`config.mk`:
```
export PLATFORM = sky130hd
export DESIGN_NAME = key_input_conditioner
export DESIGN_NICKNAME = d
export VERILOG_FILES = /design/src/rtl/key_input_conditioner.sv
export SDC_FILE = /design/constraint.sdc
export NUM_CORES = 1
export LEC_CHECK = 0
export ABC_AREA = 1
export BUFFER_PORTS_ARGS = -buffer_cell sky130_fd_sc_hd__buf_2
export CAP_MARGIN = 0
export CORE_MARGIN = 2
export CORE_UTILIZATION = 32
export CTS_CLUSTER_DIAMETER = 150
export DETAILED_ROUTE_END_ITERATION = 16
export HOLD_SLACK_MARGIN = 0.15
export PLACE_DENSITY = 0.57
export SYNTH_ARGS = -nofsm -noshare
export SYNTH_HDL_FRONTEND = slang
export SYNTH_SLANG_ARGS = --single-unit
```
`constraint.sdc`:
```
create_clock -name CLK -period 15.4 [get_ports CLK]
set_clock_uncertainty 0.05 [all_clocks]
set_input_delay 1.54 -clock CLK [delete_from_list [all_inputs] [get_ports CLK]]
set_output_delay 1.54 -clock CLK [all_outputs]
set_load 0.01 [all_outputs]
```
`src/rtl/key_input_conditioner.sv`:
```
// key_input_conditioner: synchronise, debounce and edge-detect the 12 keypad keys.
// Ports:
//   CLK             system clock
//   global_safe_rst asynchronous active-high reset
//   key_raw         raw keys, active-high ([0]=KEY_1..[8]=KEY_9, [9]=STAR, [10]=KEY_0, [11]=SHARP)
//   key_level       debounced key state
//   key_press       one-cycle pulse after an armed debounced rise
//   key_release     one-cycle pulse after an armed debounced fall
//   key_hold        armed key held for HOLD_N strobes
//   key_repeat      auto-repeat pulses while key_hold is high
//   any_press       OR of key_press
module key_input_conditioner #(
  parameter int SAMPLE_DIV = 50000,
  parameter int DEBOUNCE_N = 8,
  parameter int HOLD_N     = 1000,
  parameter int REPEAT_N   = 100
) (
  input  logic        CLK,
  input  logic        global_safe_rst,
  input  logic [11:0] key_raw,
  output logic [11:0] key_level,
  output logic [11:0] key_press,
  output logic [11:0] key_release,
  output logic [11:0] key_hold,
  output logic [11:0] key_repeat,
  output logic        any_press
);
  localparam int PW = $clog2(SAMPLE_DIV);
  localparam int DW = $clog2(DEBOUNCE_N + 1);
  localparam int HW = $clog2(HOLD_N + 1);
  localparam int RW = $clog2(REPEAT_N + 1);
  logic [11:0]   s1, s2;
  logic [PW-1:0] pcnt;
  logic          strobe;
  assign strobe    = pcnt == PW'(SAMPLE_DIV - 1);
  assign any_press = |key_press;
  always_ff @(posedge CLK or posedge global_safe_rst)
    if (global_safe_rst) begin
      s1   <= '0;
      s2   <= '0;
      pcnt <= '0;
    end else begin
      s1   <= key_raw;
      s2   <= s1;
      pcnt <= strobe ? '0 : pcnt + 1'b1;
    end
  for (genvar g = 0; g < 12; g++) begin : gen_key
    logic [DW-1:0] cnt, cnt_n;
    logic [HW-1:0] hcnt;
    logic [RW-1:0] rcnt;
    logic          lvl, lvl_d, arm, press, rel, hold_d, wrap;
    always_comb
      cnt_n = !strobe ? cnt :
              s2[g]   ? (cnt < DW'(DEBOUNCE_N) ? cnt + 1'b1 : cnt) :
                        (cnt != '0 ? cnt - 1'b1 : cnt);
    assign key_level[g]   = lvl;
    assign key_press[g]   = press;
    assign key_release[g] = rel;
    // hold is gated by the live level so it drops in the same cycle the level falls
    assign key_hold[g]    = arm & lvl & (hcnt == HW'(HOLD_N));
    // first repeat rides on the hold rising edge, later ones on each counter wrap
    assign key_repeat[g]  = key_hold[g] & (~hold_d | wrap);
    always_ff @(posedge CLK or posedge global_safe_rst)
      if (global_safe_rst) begin
        cnt    <= '0;
        lvl    <= 1'b0;
        lvl_d  <= 1'b0;
        arm    <= 1'b0;
        press  <= 1'b0;
        rel    <= 1'b0;
        hcnt   <= '0;
        rcnt   <= '0;
        hold_d <= 1'b0;
        wrap   <= 1'b0;
      end else begin
        cnt    <= cnt_n;
        lvl    <= cnt_n == DW'(DEBOUNCE_N) ? 1'b1 : cnt_n == '0 ? 1'b0 : lvl;
        lvl_d  <= lvl;
        // arming also needs the synchronised input low, so a key held through
        // reset (level still 0 while the integrator climbs) cannot arm itself
        arm    <= arm | (strobe & ~lvl & ~s2[g]);
        press  <= lvl & ~lvl_d & arm;
        rel    <= ~lvl & lvl_d & arm;
        hcnt   <= !lvl ? '0 : (strobe & arm & hcnt != HW'(HOLD_N)) ? hcnt + 1'b1 : hcnt;
        hold_d <= key_hold[g];
        rcnt   <= !key_hold[g] ? '0 : !strobe ? rcnt : rcnt == RW'(REPEAT_N - 1) ? '0 : rcnt + 1'b1;
        wrap   <= key_hold[g] & strobe & (rcnt == RW'(REPEAT_N - 1));
      end
  end
endmodule

```
# Word level (Yosys, flattened, before mapping)
# Index checks and enable logic that the tools add are counted.
# Widths: inputs -> output; s select.
[word_totals]
regBits = 376
out_inout_bits = 61
input_bits = 14
elab_cells = 655
[classes]
n_reduce_logical = 37
n_mux = 133
eq_ne = 73
bitwise = 228
addsub = 49
n_lt_le_gt_ge = 12
[ops]
columns = ["op", "n"]
rows = [
  ["$mux 7", 36],
  ["$mux 10", 24],
  ["$mux 4", 48],
  ["$and 1x1->1", 156],
  ["$add 10x1->10 const B", 12],
  ["$eq 10x10->1 const B", 12],
  ["$ne 10x10->1 const B", 12],
  ["$add 7x1->7 const B", 12],
  ["$eq 7x7->1 const B", 12],
  ["$add 4x1->4 const B", 12],
  ["$eq 4x4->1 const B", 12],
  ["$logic_not 4->1", 12],
  ["$lt 4x4->1 const B", 12],
  ["$not 1->1", 48],
  ["$reduce_bool 4->1", 12],
  ["$sub 4x1->4 const B", 12],
  ["$mux 1", 24],
  ["$ne 2x1->1 const B", 12],
  ["$ne 2x2->1 const B", 12],
  ["$or 1x1->1", 24],
  ["$reduce_bool 2->1", 12],
  ["$add 16x1->16 const B", 1],
  ["$eq 16x16->1 const B", 1],
  ["$mux 16", 1],
  ["$reduce_or 12->1", 1],
]

# Longest topological paths before layout
# Gate-level depths: netlist (run 1).
[depth]
word_depth = 7
depth_mapped = 13
ltp_nobuf = 12

# Least setup slack after synthesis (run 1)
# No wires, ideal clock.
[synth_path]
path_type = "register to output"
from = "reg gen_key[11].hcnt[0]"
to = "out key_repeat[11]"
path_buffers = 0
t_arrival_ps = 1530
path_stages_with_launch = 8
setup_slack_ps = 12280
t_required_ps = 13810
path_cell_list = "dfrtp_1 -> inv_1 -> ha_1 -> nand4_1 -> nor2_1 -> nand2_1 -> nor2_1 -> o21a_1"
[synth_via]
elab_chain_cells = 3
[synth_rtl]
columns = ["element", "line_no", "rtl"]
rows = [
  ["start, declared", "49", "logic [HW-1:0] hcnt;"],
  ["start signal, assigned", "84", "hcnt <= !lvl ? '0 : (strobe & arm & hcnt != HW'(HOLD_N)) ? hcnt + 1'b1 : hcnt;"],
  ["$eq 10x10->1", "60", "assign key_hold[g] = arm & lvl & (hcnt == HW'(HOLD_N));"],
  ["$and 1x1->1", "60", ""],
  ["via key_hold[11]", "24", "output logic [11:0] key_hold,"],
  ["$and 1x1->1", "62", "assign key_repeat[g] = key_hold[g] & (~hold_d | wrap);"],
  ["end, declared", "25", "output logic [11:0] key_repeat,"],
]
# The timed path passes the listed nets, and every way through them passes these cells.

# Final worst setup path (run 1)
[layout_path]
from = "reg gen_key[6].hcnt[0]"
to = "out key_hold[6]"
[layout_via]
elab_chain_cells = 2
[layout_rtl]
columns = ["element", "line_no"]
rows = [
  ["start, declared", "49"],
  ["start signal, assigned", "84"],
  ["$eq 10x10->1", "60"],
  ["$and 1x1->1", "60"],
  ["end, declared", "24"],
]
# Every way passes these cells.

==> run metrics, run 1 <==
outcome=complete, no violations; Synth top area share=43.4%; fin crit period=4.00 ns; first-pass GRT wire length=85,000 µm; Hold Buf Count CTS=0; Flop pwr share=48.9%; Hold Vio Cnt, Final=0; RSZ-0062 raised after global routing=false; dominant cells by area after synthesis=dfrtp_1 43%, nand2_1 14%, nand3_1 8.0%; switching pwr=445 µW; Max Slew Vio Count=0; Slew HR=34.7%; highest-count cells in the layout ignoring fill and taps=808 x nand2_1, 376 x dfrtp_1, 347 x nand3_1; Post-Syn Instances=2,866; CP startpoint kind=register; core area=67,200 µm²; Synth cell types=47; CTS sink count=376; Finished Layout Cells=3,795; clock network fraction of total power=49.7%; Final ANT Viol Nets=0; Switching Fraction=21.9%; GRT Total Usage=14.5%; GPL Wtd Cong=0.839; FILL cells=6,974; commonest non-fill, non-tap cell in the layout=nand2_1; Die Span X=264 µm; # rows=95; Clock Tree Root=clkbuf_16; Power Internal=1.59 mW; DPL Wire Length=33,900 µm; nets=2,964; Yosys warning count=0; clock insertion delay at the later pin of the skew report=0.58 ns; I/O pins=75; worst vdd rail ir drop=0.0000599 V; Routed WL=49,700 µm; Via Count=17.9k; H-tree levels=2; fin area=24,000 µm²; vias per inst=4.72; layout cell share with drive strength beyond 1=7.77%; Max-Cap Viols=0; FF+latch count, synth=376; Fmax=0.250 GHz; First-pass DRT Iterations=5; Worst EP arrival=2.41 ns; Worst Path Class, Setup=reg -> out; Slew @ Worst Pin=0.979 ns; CTS Buf Count=43; die area=69,800 µm²; Synthesized Nets=2,941; Critical Path RT=13.81 ns; Post-Syn Area per Cell=7.56 µm²; Comb power frac=1.4%; Layout area overhead=10.6%; setup violators final=0; wire per inst=13.1 µm; area occupied by multi-input gates=10,400 µm²; postcts setup bufs=0; Max Fanout on Critical Path=9; CTS tree=done; grt ovf=0; Placed Instances=3,717; Initial Util=32.3%; Die Y=264 µm; Mapped Area=21,700 µm²; Final period util=26.0%; Crit. End Element=primary output; vias in the first global route=17.1k; drt drc=0; initial antenna violation count=3; Register Area=9410 µm²; Cell Pwr Density=85.1 nW/µm²; cell accounting for the most synthesized area=dfrtp_1; DP Area=22,600 µm²; clock slew seen by the registers of the worst setup and hold paths=0.06 ns; post-route setup TNS=0 ns; DR iter-0 viols=1,244; ant diodes=0; worst hold path class=reg -> reg; post-CTS sizing=0; Port Buffers=74; CTS max path bufs=3; Lkg Pwr=11.6 nW; largest net degree at the start of global routing=134; sequential element share of the synthesized area=43.4%
through the flow:
stage	hold slack, ns	utilization (%)	worst slack [ns]	power, mW
finish	0.297	35.7	11.40	2.04
global route	0.302	35.7	11.18	2.12
CTS	0.299	35.7	11.37	2.08
detailed placement	0.286	33.6	12.01	1.04
global placement	0.283	33.6	12.02	1.05
floorplan	0.281	-	3.37	1.03
registers in the layout (all words and copies together), names as in the netlist:
name and cells:
gen_key.lvl_d 12, gen_key.hold_d 12, gen_key.cnt 48, gen_key.hcnt 120, gen_key.press 12, gen_key.rcnt 84, gen_key.lvl 12, gen_key.arm 12
s2 12, gen_key.rel 12, s1 12, pcnt 16, gen_key.wrap 12
worst max-delay path, cell delays in order, from the launching register on:
cell and delay, ns:
dfrtp_1 0.42, inv_1 0.13, ha_1 0.16, nand3_1 0.07, nor3_1 0.21, nand4_1 0.37, clkinv_1 0.30, buf_2 0.18
layout make-up:
class | count | share of cell area, %
tap | 873 | 4.56
clock inverter | 8 | 0.251
clock buffer | 70 | 5.63
timing repair buffer | 82 | 1.80
inverter | 324 | 5.12
multi-input combinational | 2062 | 43.4
sequential | 376 | 39.3
final timing paths:
kind | startpoint | end | slack, ns | cells after the start
setup / recovery | gen_key[6].hcnt[0] | key_hold[6] | 11.40 | 7
hold / removal | s1[8] | s2[8] | 0.30 | 0
setup reg to reg | pcnt[0] | gen_key[0].hcnt[5] | 12.13 | 13
hold reg to reg | s1[8] | s2[8] | 0.30 | 0
max in group asynchronous | global_safe_rst | gen_key[6].lvl_d | 12.71 | 3
min in group asynchronous | global_safe_rst | gen_key[1].rcnt[1] | 1.12 | 2
cell families after synthesis:
family | Yosys count | share of synthesized area (%)
compound gates | 270 | 6.79
buf+inv | 428 | 8.64
fa+ha+maj | 61 | 3.52
flops | 376 | 43.4
simple gates | 1607 | 32.6
xor+xnor | 124 | 5.01
synthesized netlist by cell type (all sizes together):
| cell type | n |
|---|---|
| nand4 | 50 |
| nand3b | 26 |
| o21bai | 3 |
| or2 | 9 |
| clkbuf | 36 |
| a31o | 5 |
| a22o | 1 |
| nor3b | 2 |
| o22ai | 9 |
| and3 | 6 |
| inv | 321 |
| a31oi | 1 |
| o21ai | 185 |
| nand2b | 1 |
| ha | 61 |
| buf | 68 |
| a21boi | 1 |
| o21a | 1 |
| nor2 | 243 |
| nor3 | 89 |
| xor2 | 111 |
| a21oi | 44 |
| o31ai | 11 |
| a22oi | 2 |
| dfrtp | 376 |
| a211o | 1 |
| nand2 | 822 |
| a21o | 1 |
| o211ai | 5 |
| nand3 | 351 |
| xnor2 | 13 |
| clkinv | 3 |
| nor4 | 8 |
metal layers:
layer | global-route usage, % | up-vias | share of wire, %
li1 | - | 9284 | -
met1 | 20.0 | 8308 | 49
met2 | 23.1 | 229 | 44
met3 | 2.55 | 72 | 3.7
met4 | 4.22 | 6 | 2.4
met5 | 0 | - | 0.088
power by group through the flow:
| stage | Sequential (mW) | Clock [mW] | Combinational, mW |
|---|---|---|---|
| after global placement | 1.01 | 0 | 0.0310 |
| final | 0.996 | 1.01 | 0.0288 |
| after detailed placement | 1.01 | 0 | 0.0311 |
| after CTS | 0.996 | 1.06 | 0.0312 |
| after global routing | 0.996 | 1.09 | 0.0351 |
| after floorplan | 1.01 | 0 | 0.0212 |
Note: power is estimated with default switching activity, not from simulation.
==> inputs of run 2 (changes only) <==
--- a/config.mk
+++ b/config.mk
@@ -5,7 +5,7 @@
 export SDC_FILE = /design/constraint.sdc
 export NUM_CORES = 1
 export LEC_CHECK = 0
-export ABC_AREA = 1
+export ABC_AREA = 0
 export BUFFER_PORTS_ARGS = -buffer_cell sky130_fd_sc_hd__buf_2
 export CAP_MARGIN = 0
 export CORE_MARGIN = 2
==> constraint.sdc (replaced) <==
create_clock -name CLK -period 3.7 [get_ports CLK]
set_clock_uncertainty 0.05 [all_clocks]
set_input_delay 0.37 -clock CLK [delete_from_list [all_inputs] [get_ports CLK]]
set_output_delay 0.37 -clock CLK [all_outputs]
set_load 0.01 [all_outputs]
==> run 2 against run 1 <==
The flow now finishes with violations (design-rule violations). Utilization up 1.1 points. Worst setup slack worse by 11 ns. Combinational power rose to 4.1 times the previous value. Worst hold slack worse by 0.017 ns. Critical endpoint is now gen_key[2].lvl.
==> run metrics, run 2 <==
Placement Setup Slack=0.543 ns (-11.47 ns); wire per inst=14.3 µm (+9.1%); setup violators final=0 (unchanged); hold depth=0 (unchanged); Switching Fraction=21.6% (-0.24 points); Top reg by flops=gen_key.hcnt; Critical Path Slowest Stage Cell=or4_4; vias per inst=5.02 (+6.5%); CTS max path bufs=3 (unchanged); post-CTS sizing=0 (unchanged); Hold Buf Count CTS=13 (+13); Flop pwr share=47.9% (-1.0 points); reg2reg setup slack=0.52 ns (-11.61 ns); Register Area=9410 µm² (unchanged); Critical Path RT=4.10 ns (-9.71 ns); FF+latch count, synth=376 (unchanged); Worst Hold Launch=s1[5]; sequential element share of the synthesized area=49.1% (+5.7 points); Yosys warning count=0 (unchanged); CP cell instances=or4b_4 > or4_4 > buf_4 > o221ai_1 > a311oi_1 > nor4b_1 > mux2_2; hold slack=0.280 ns (-0.0170 ns); fraction of registers with async set/reset=100% (unchanged); Max-Cap Viols=0 (unchanged); failing checks=design-rule violations; clock slew seen by the registers of the worst setup and hold paths=0.06 ns (about the same); Max Fanout on Critical Path=18 (+9); First-pass DRT Iterations=11 (+6); # rows=89 (-6.3%); Post-Syn Area per Cell=9.61 µm² (+27%); worst hold path class=reg -> reg; PnR worst setup slack=0.523 ns (-10.88 ns); Final ANT Viol Nets=0 (unchanged); switching pwr=1.87 mW (+320%); outcome=finished with violations; Hold Vio Cnt, Final=0 (unchanged); die area=61,800 µm² (-12%); first-pass GRT wire length=70,600 µm (-17%); Post-synth top cells=376 x dfrtp_1, 189 x nand2_1, 142 x o21ai_0; Worst Path Class, Setup=reg -> reg; commonest non-fill, non-tap cell in the layout=dfrtp_1; Worst Hold End=s2[5]; Synth top area share=49.1% (+5.7 points); H-tree levels=2 (unchanged); max reg flops=120 (unchanged); Mapped Area=19,100 µm² (-12%); DPL Wire Length=27,400 µm (-19%); GPL Wtd Cong=0.821 (-2.1%); Port Buffers=74 (unchanged); reg2reg start=pcnt[7]; Final period util=85.9%; postcts setup bufs=0 (unchanged); clock insertion delay at the later pin of the skew report=0.57 ns (about the same); Crit. End Element=register; initial antenna violation count=1 (-2); Clock Tree Root=clkbuf_16; worst reg2reg path endpoint=gen_key[2].lvl; CTS tree=done; Post-Syn Instances=1,993 (-30%); Slew @ Worst Pin=0.859 ns (-0.120 ns); vias in the first global route=14.2k (-17%); CP bufs+invs=1 (-2); Fmax=0.315 GHz; cell accounting for the most synthesized area=dfrtp_1; Power Internal=6.80 mW (+330%); Slew HR=42.0% (+7.3 points); Max Slew Vio Count=0 (unchanged); Die Y=249 µm (-5.9%); Cell Pwr Density=399 nW/µm² (+370%); core area=59,100 µm² (-12%); CP startpoint kind=register; layout cell share with drive strength beyond 1=9.82% (+2.0 points); CTS Buf Count=45 (+4.7%); clock network fraction of total power=50.8% (+1.1 points); Lkg Pwr=9.51 nW (-18%); area occupied by multi-input gates=8830 µm² (-15%); Final Util=36.8% (+1.1 points); worst vdd rail ir drop=0.000268 V (+350%); nets=2,118 (-29%); Synth cell types=63 (+34%); ys flop type=dfrtp_1; largest net degree at the start of global routing=108 (-19%); fin crit period=3.18 ns; Comb power frac=1.4% (about the same); fin area=21,800 µm² (-9.2%); FF-to-FF path depth=7 (-6); I/O pins=75 (unchanged); GRT Total Usage=13.4% (-1.0 points); drt drc=4 (+4); Die Span X=249 µm (-5.9%); Via Count=14.3k (-20%); DP Area=20,100 µm² (-11%); Initial Util=32.4% (+0.10 points); top-count cell post-synth=dfrtp_1; CP delay by family, top=simple AND/OR/NAND/NOR gates; Synthesized Nets=2,068 (-30%); biggest regs=gen_key.hcnt: 120 flops, gen_key.rcnt: 84 flops, gen_key.cnt: 48 flops; dominant cells by area after synthesis=dfrtp_1 49%, xnor2_1 4.2%, ha_1 4.0%; CP max stage delay=0.71 ns (+0.29 ns); Layout area overhead=13.6%; CTS sink count=376 (unchanged); DR iter-0 viols=871 (-30%); ant diodes=0 (unchanged); EDFF count, synth=0 (unchanged); RSZ-0062 raised after global routing=false; Routed WL=40,800 µm (-18%); Worst EP arrival=3.58 ns (+1.17 ns); highest-count cells in the layout ignoring fill and taps=376 x dfrtp_1, 189 x nand2_1, 142 x o21ai_0; FILL cells=5,878 (-16%); grt ovf=0 (unchanged); post-route setup TNS=0 ns (unchanged)
## run 2: changes by cell type after synthesis, moves of 81 or more
cell and change:
inv_1 -207, nand3_1 -245, xor2_1 -82, and2_1 +81
nand2_1 -619, nor2_1 -87
## run 2: kinds of logic (layout without fill, tap and decap cells)
logic type      Yosys count  after routing  share of synthesized area, %
xor+xnor                120            120                          5.49
flops                   376            376                          49.1
mux                      33             33                          1.80
simple gates            869            869                          24.4
fa+ha+maj                61             61                          3.99
compound gates          333            333                          10.4
buf+inv                 201            286                          4.75
## run 2: how the worst max path moves through the flow
stage,cells past startpoint,end,slack (ns),start
CTS,8,key_repeat[0],0.43,gen_key[0].hcnt[0]
global route,8,key_repeat[0],0.35,gen_key[0].hcnt[0]
floorplan,1,gen_key[0].arm,-1.77,global_safe_rst
global placement,7,gen_key[9].lvl,0.64,pcnt[7]
finish,7,gen_key[2].lvl,0.52,pcnt[7]
detailed placement,7,gen_key[2].lvl,0.54,pcnt[7]
## run 2: power groups by stage
stage                     sequential [mW]  clock, mW  combinational [mW]
final                                4.15       4.40               0.119
after global routing                 4.15       4.74               0.142
after floorplan                      4.21          0              0.0842
after global placement               4.22          0               0.115
after CTS                            4.15       4.56               0.128
after detailed placement             4.23          0               0.117
## run 2: stage by stage
step / cells / power (mW)
floorplan: 1993 / 4.29
global placement: 2756 / 4.34
detailed placement: 2756 / 4.34
CTS: 2851 / 8.83
global route: 2851 / 9.03
finish: 2851 / 8.67
## run 2: per-layer routing
layer	part of all wire [%]	global-route usage [%]
met4	2.3	4.23
met3	4.2	2.55
met2	47	22.6
met1	46	17.5
met5	0	0
## run 2: layout make-up
class,count,area share [%]
well taps,773,4.45
inverters,104,1.81
repair buffers,100,3.09
clock buffers,65,6.13
clock inverters,17,0.679
flip-flops and latches,376,43.3
multi-input cells,1416,40.6
==> inputs of run 3 (changes only) <==
--- a/config.mk
+++ b/config.mk
@@ -13,7 +13,7 @@
 export CTS_CLUSTER_DIAMETER = 150
 export DETAILED_ROUTE_END_ITERATION = 16
 export HOLD_SLACK_MARGIN = 0.15
-export PLACE_DENSITY = 0.57
+export PLACE_DENSITY = 0.58
 export SYNTH_ARGS = -nofsm -noshare
 export SYNTH_HDL_FRONTEND = slang
 export SYNTH_SLANG_ARGS = --single-unit
==> constraint.sdc (replaced) <==
create_clock -name CLK -period 2.6 [get_ports CLK]
set_clock_uncertainty 0.05 [all_clocks]
set_input_delay 0.26 -clock CLK [delete_from_list [all_inputs] [get_ports CLK]]
set_output_delay 0.26 -clock CLK [all_outputs]
set_load 0.01 [all_outputs]
==> run 3 against run 2 <==
The run ends with design-rule violations, negative setup slack left. Worst setup slack worse by 0.78 ns. Via count up 4.4%. Register-to-register slack worse by 0.78 ns. Critical path depth unchanged. Final cell count up 5.9%. Final area up 11%. Clock power up 45%. Wire length up 7.7%. Worst hold slack worse by 0.054 ns. Count of clock-buffer cells in the layout down 1.
==> run metrics, run 3 (same netlist as run 2, synthesis figures left out) <==
CTS Buf Count=43 (-4.4%); first-pass GRT wire length=73,400 µm (+3.9%); PnR worst setup slack=-0.256 ns (-0.779 ns); GRT Total Usage=14.0% (+0.61 points); clock slew seen by the registers of the worst setup and hold paths=0.06 ns (about the same); Routed WL=43,900 µm (+7.7%); Final ANT Viol Nets=0 (unchanged); vias per inst=4.95 (-1.4%); CP bufs+invs=1 (unchanged); Power Total=12.5 mW (+44%); Max Fanout on Critical Path=14 (-4); grt ovf=0 (unchanged); Port Buffers=74 (unchanged); outcome=finished with violations; biggest regs=gen_key.hcnt: 120 flops, gen_key.rcnt: 84 flops, gen_key.cnt: 48 flops; CP max stage delay=0.58 ns (-0.13 ns); reg2reg setup slack=-0.26 ns (-0.78 ns); ant diodes=0 (unchanged); reg2reg start=pcnt[4]; Slew @ Worst Pin=0.566 ns (-0.292 ns); Die Span X=249 µm (unchanged); Top reg by flops=gen_key.hcnt; max reg flops=120 (unchanged); First-pass DRT Iterations=11 (unchanged); layout cell share with drive strength beyond 1=21.8% (+12 points); nets=2,288 (+8.0%); GPL Wtd Cong=0.804 (-2.0%); die area=61,800 µm² (unchanged); I/O pins=75 (unchanged); Worst EP arrival=3.25 ns (-0.33 ns); Clock Tree Root=clkbuf_16; setup violators final=73 (+73); Crit. End Element=register; worst hold path class=in -> async; FF-to-FF path depth=7 (unchanged); commonest non-fill, non-tap cell in the layout=dfrtp_1; RSZ-0062 raised after global routing=true; Slew HR=61.9% (+20 points); drt drc=4 (unchanged); Critical Path RT=2.99 ns (-1.11 ns); worst vdd rail ir drop=0.000423 V (+58%); Worst Path Class, Setup=reg -> reg; largest net degree at the start of global routing=89 (-18%); CP startpoint kind=register; Via Count=15.0k (+4.4%); Max Slew Vio Count=0 (unchanged); Die Y=249 µm (unchanged); Hold Vio Cnt, Final=0 (unchanged); fin crit period=2.86 ns (-0.321 ns); Initial Util=32.4% (unchanged); clock insertion delay at the later pin of the skew report=0.56 ns (about the same); vias in the first global route=14.8k (+4.4%); Cell Pwr Density=514 nW/µm² (+29%); failing checks=design-rule violations, negative setup slack; CTS tree=done; Final Util=41.0% (+4.2 points); core area=59,100 µm² (unchanged); Final period util=110% (+24 points); CTS sink count=376 (unchanged); Fmax=0.350 GHz (+11%); worst reg2reg path endpoint=gen_key[3].lvl; Layout area overhead=26.7%; Critical Path Slowest Stage Cell=or4_4; DPL Wire Length=28,700 µm (+4.8%); Lkg Pwr=10.6 nW (+12%); # rows=89 (unchanged); highest-count cells in the layout ignoring fill and taps=375 x dfrtp_1, 187 x nand2_1, 135 x buf_4; CP cell instances=or4bb_1 > or4_4 > buf_12 > o221ai_1 > a311oi_1 > nor4b_1 > mux2_2; CP delay by family, top=simple AND/OR/NAND/NOR gates; Max-Cap Viols=0 (unchanged); DR iter-0 viols=1,005 (+15%); wire per inst=14.5 µm (+1.7%); initial antenna violation count=0 (-1); H-tree levels=2 (unchanged); CTS max path bufs=3 (unchanged)
-- run 3: cell types whose count changed in the layout (fill, tap and decap cells not counted), moves of 10 or more --
cell,before,now
buf_4,7,135
o21ai_0,142,105
o21ai_1,0,36
nor3_1,52,32
nand3_1,102,83
buf_6,0,16
nor3_2,3,15
a21boi_0,20,9
a21oi_1,77,67
a21oi_2,0,10
buf_12,6,16
buf_8,0,10
nand3_2,0,10
-- run 3: repair_timing --
item                                    in CTS  in global routing
pin swaps                                   55                 68
hold buffers                                13                  0
endpoints found under the hold margin       84                  0
resized for setup                           97                125
endpoints found under the setup margin     145                208
cloned                                       6                  4
buffers inserted                            28                 40
-- run 3: where the power goes --
part,switching (mW),internal (mW)
sequential,0.0334,5.87
clock,2.44,3.94
combinational,0.134,0.0524
total,2.60,9.86
-- run 3: how the worst max path moves through the flow --
stage,startpoint,endpoint,cells after the start,slack [ns]
finish,pcnt[4],gen_key[3].lvl,7,-0.26
floorplan,global_safe_rst,gen_key[0].arm,1,-2.76
global route,pcnt[4],gen_key[9].lvl,7,-0.37
detailed placement,pcnt[5],gen_key[3].lvl,7,-0.25
CTS,pcnt[5],gen_key[3].lvl,7,-0.26
global placement,pcnt[5],gen_key[6].lvl,8,-0.23
-- run 3: final cells by class --
type	instances	area (µm²)
well taps	773	967
fillers	5651	34900
inverters	104	394
repair buffers	272	2400
multi-input cells	1416	9580
clock inverters	14	199
flip-flops and latches	376	9410
clock buffers	64	1300
-- run 3: per-stage QoR --
step | TNS (ns) | instance area, µm² | cells | worst slack [ns] | hold slack, ns
2_1_floorplan | -1042.29 | 19400 | 1993 | -2.76 | 0.241
3_3_place_gp | -7.74 | 21000 | 2852 | -0.231 | 0.272
3_5_place_dp | -11.11 | 21000 | 2852 | -0.250 | 0.284
4_1_cts | -8.26 | 23400 | 2977 | -0.258 | 0.219
5_1_grt | -22.63 | 24300 | 3019 | -0.367 | 0.253
6_report | -6.49 | 24300 | 3019 | -0.256 | 0.226
-- run 3: layer usage --
| metal | vias up | routed length (µm) | global-route usage [%] |
|---|---|---|---|
| li1 | 7361 | - | - |
| met1 | 7362 | 20700 | 18.5 |
| met2 | 166 | 20600 | 23.0 |
| met3 | 64 | 1490 | 2.76 |
| met4 | 0 | 1120 | 4.99 |
| met5 | - | 0 | 0 |
-- run 3: tightest hold or removal path, stage by stage --
cell	delay, ns
dlygate4sd3_1	0.53
buf_2	0.13
clkinvlp_4	0.33
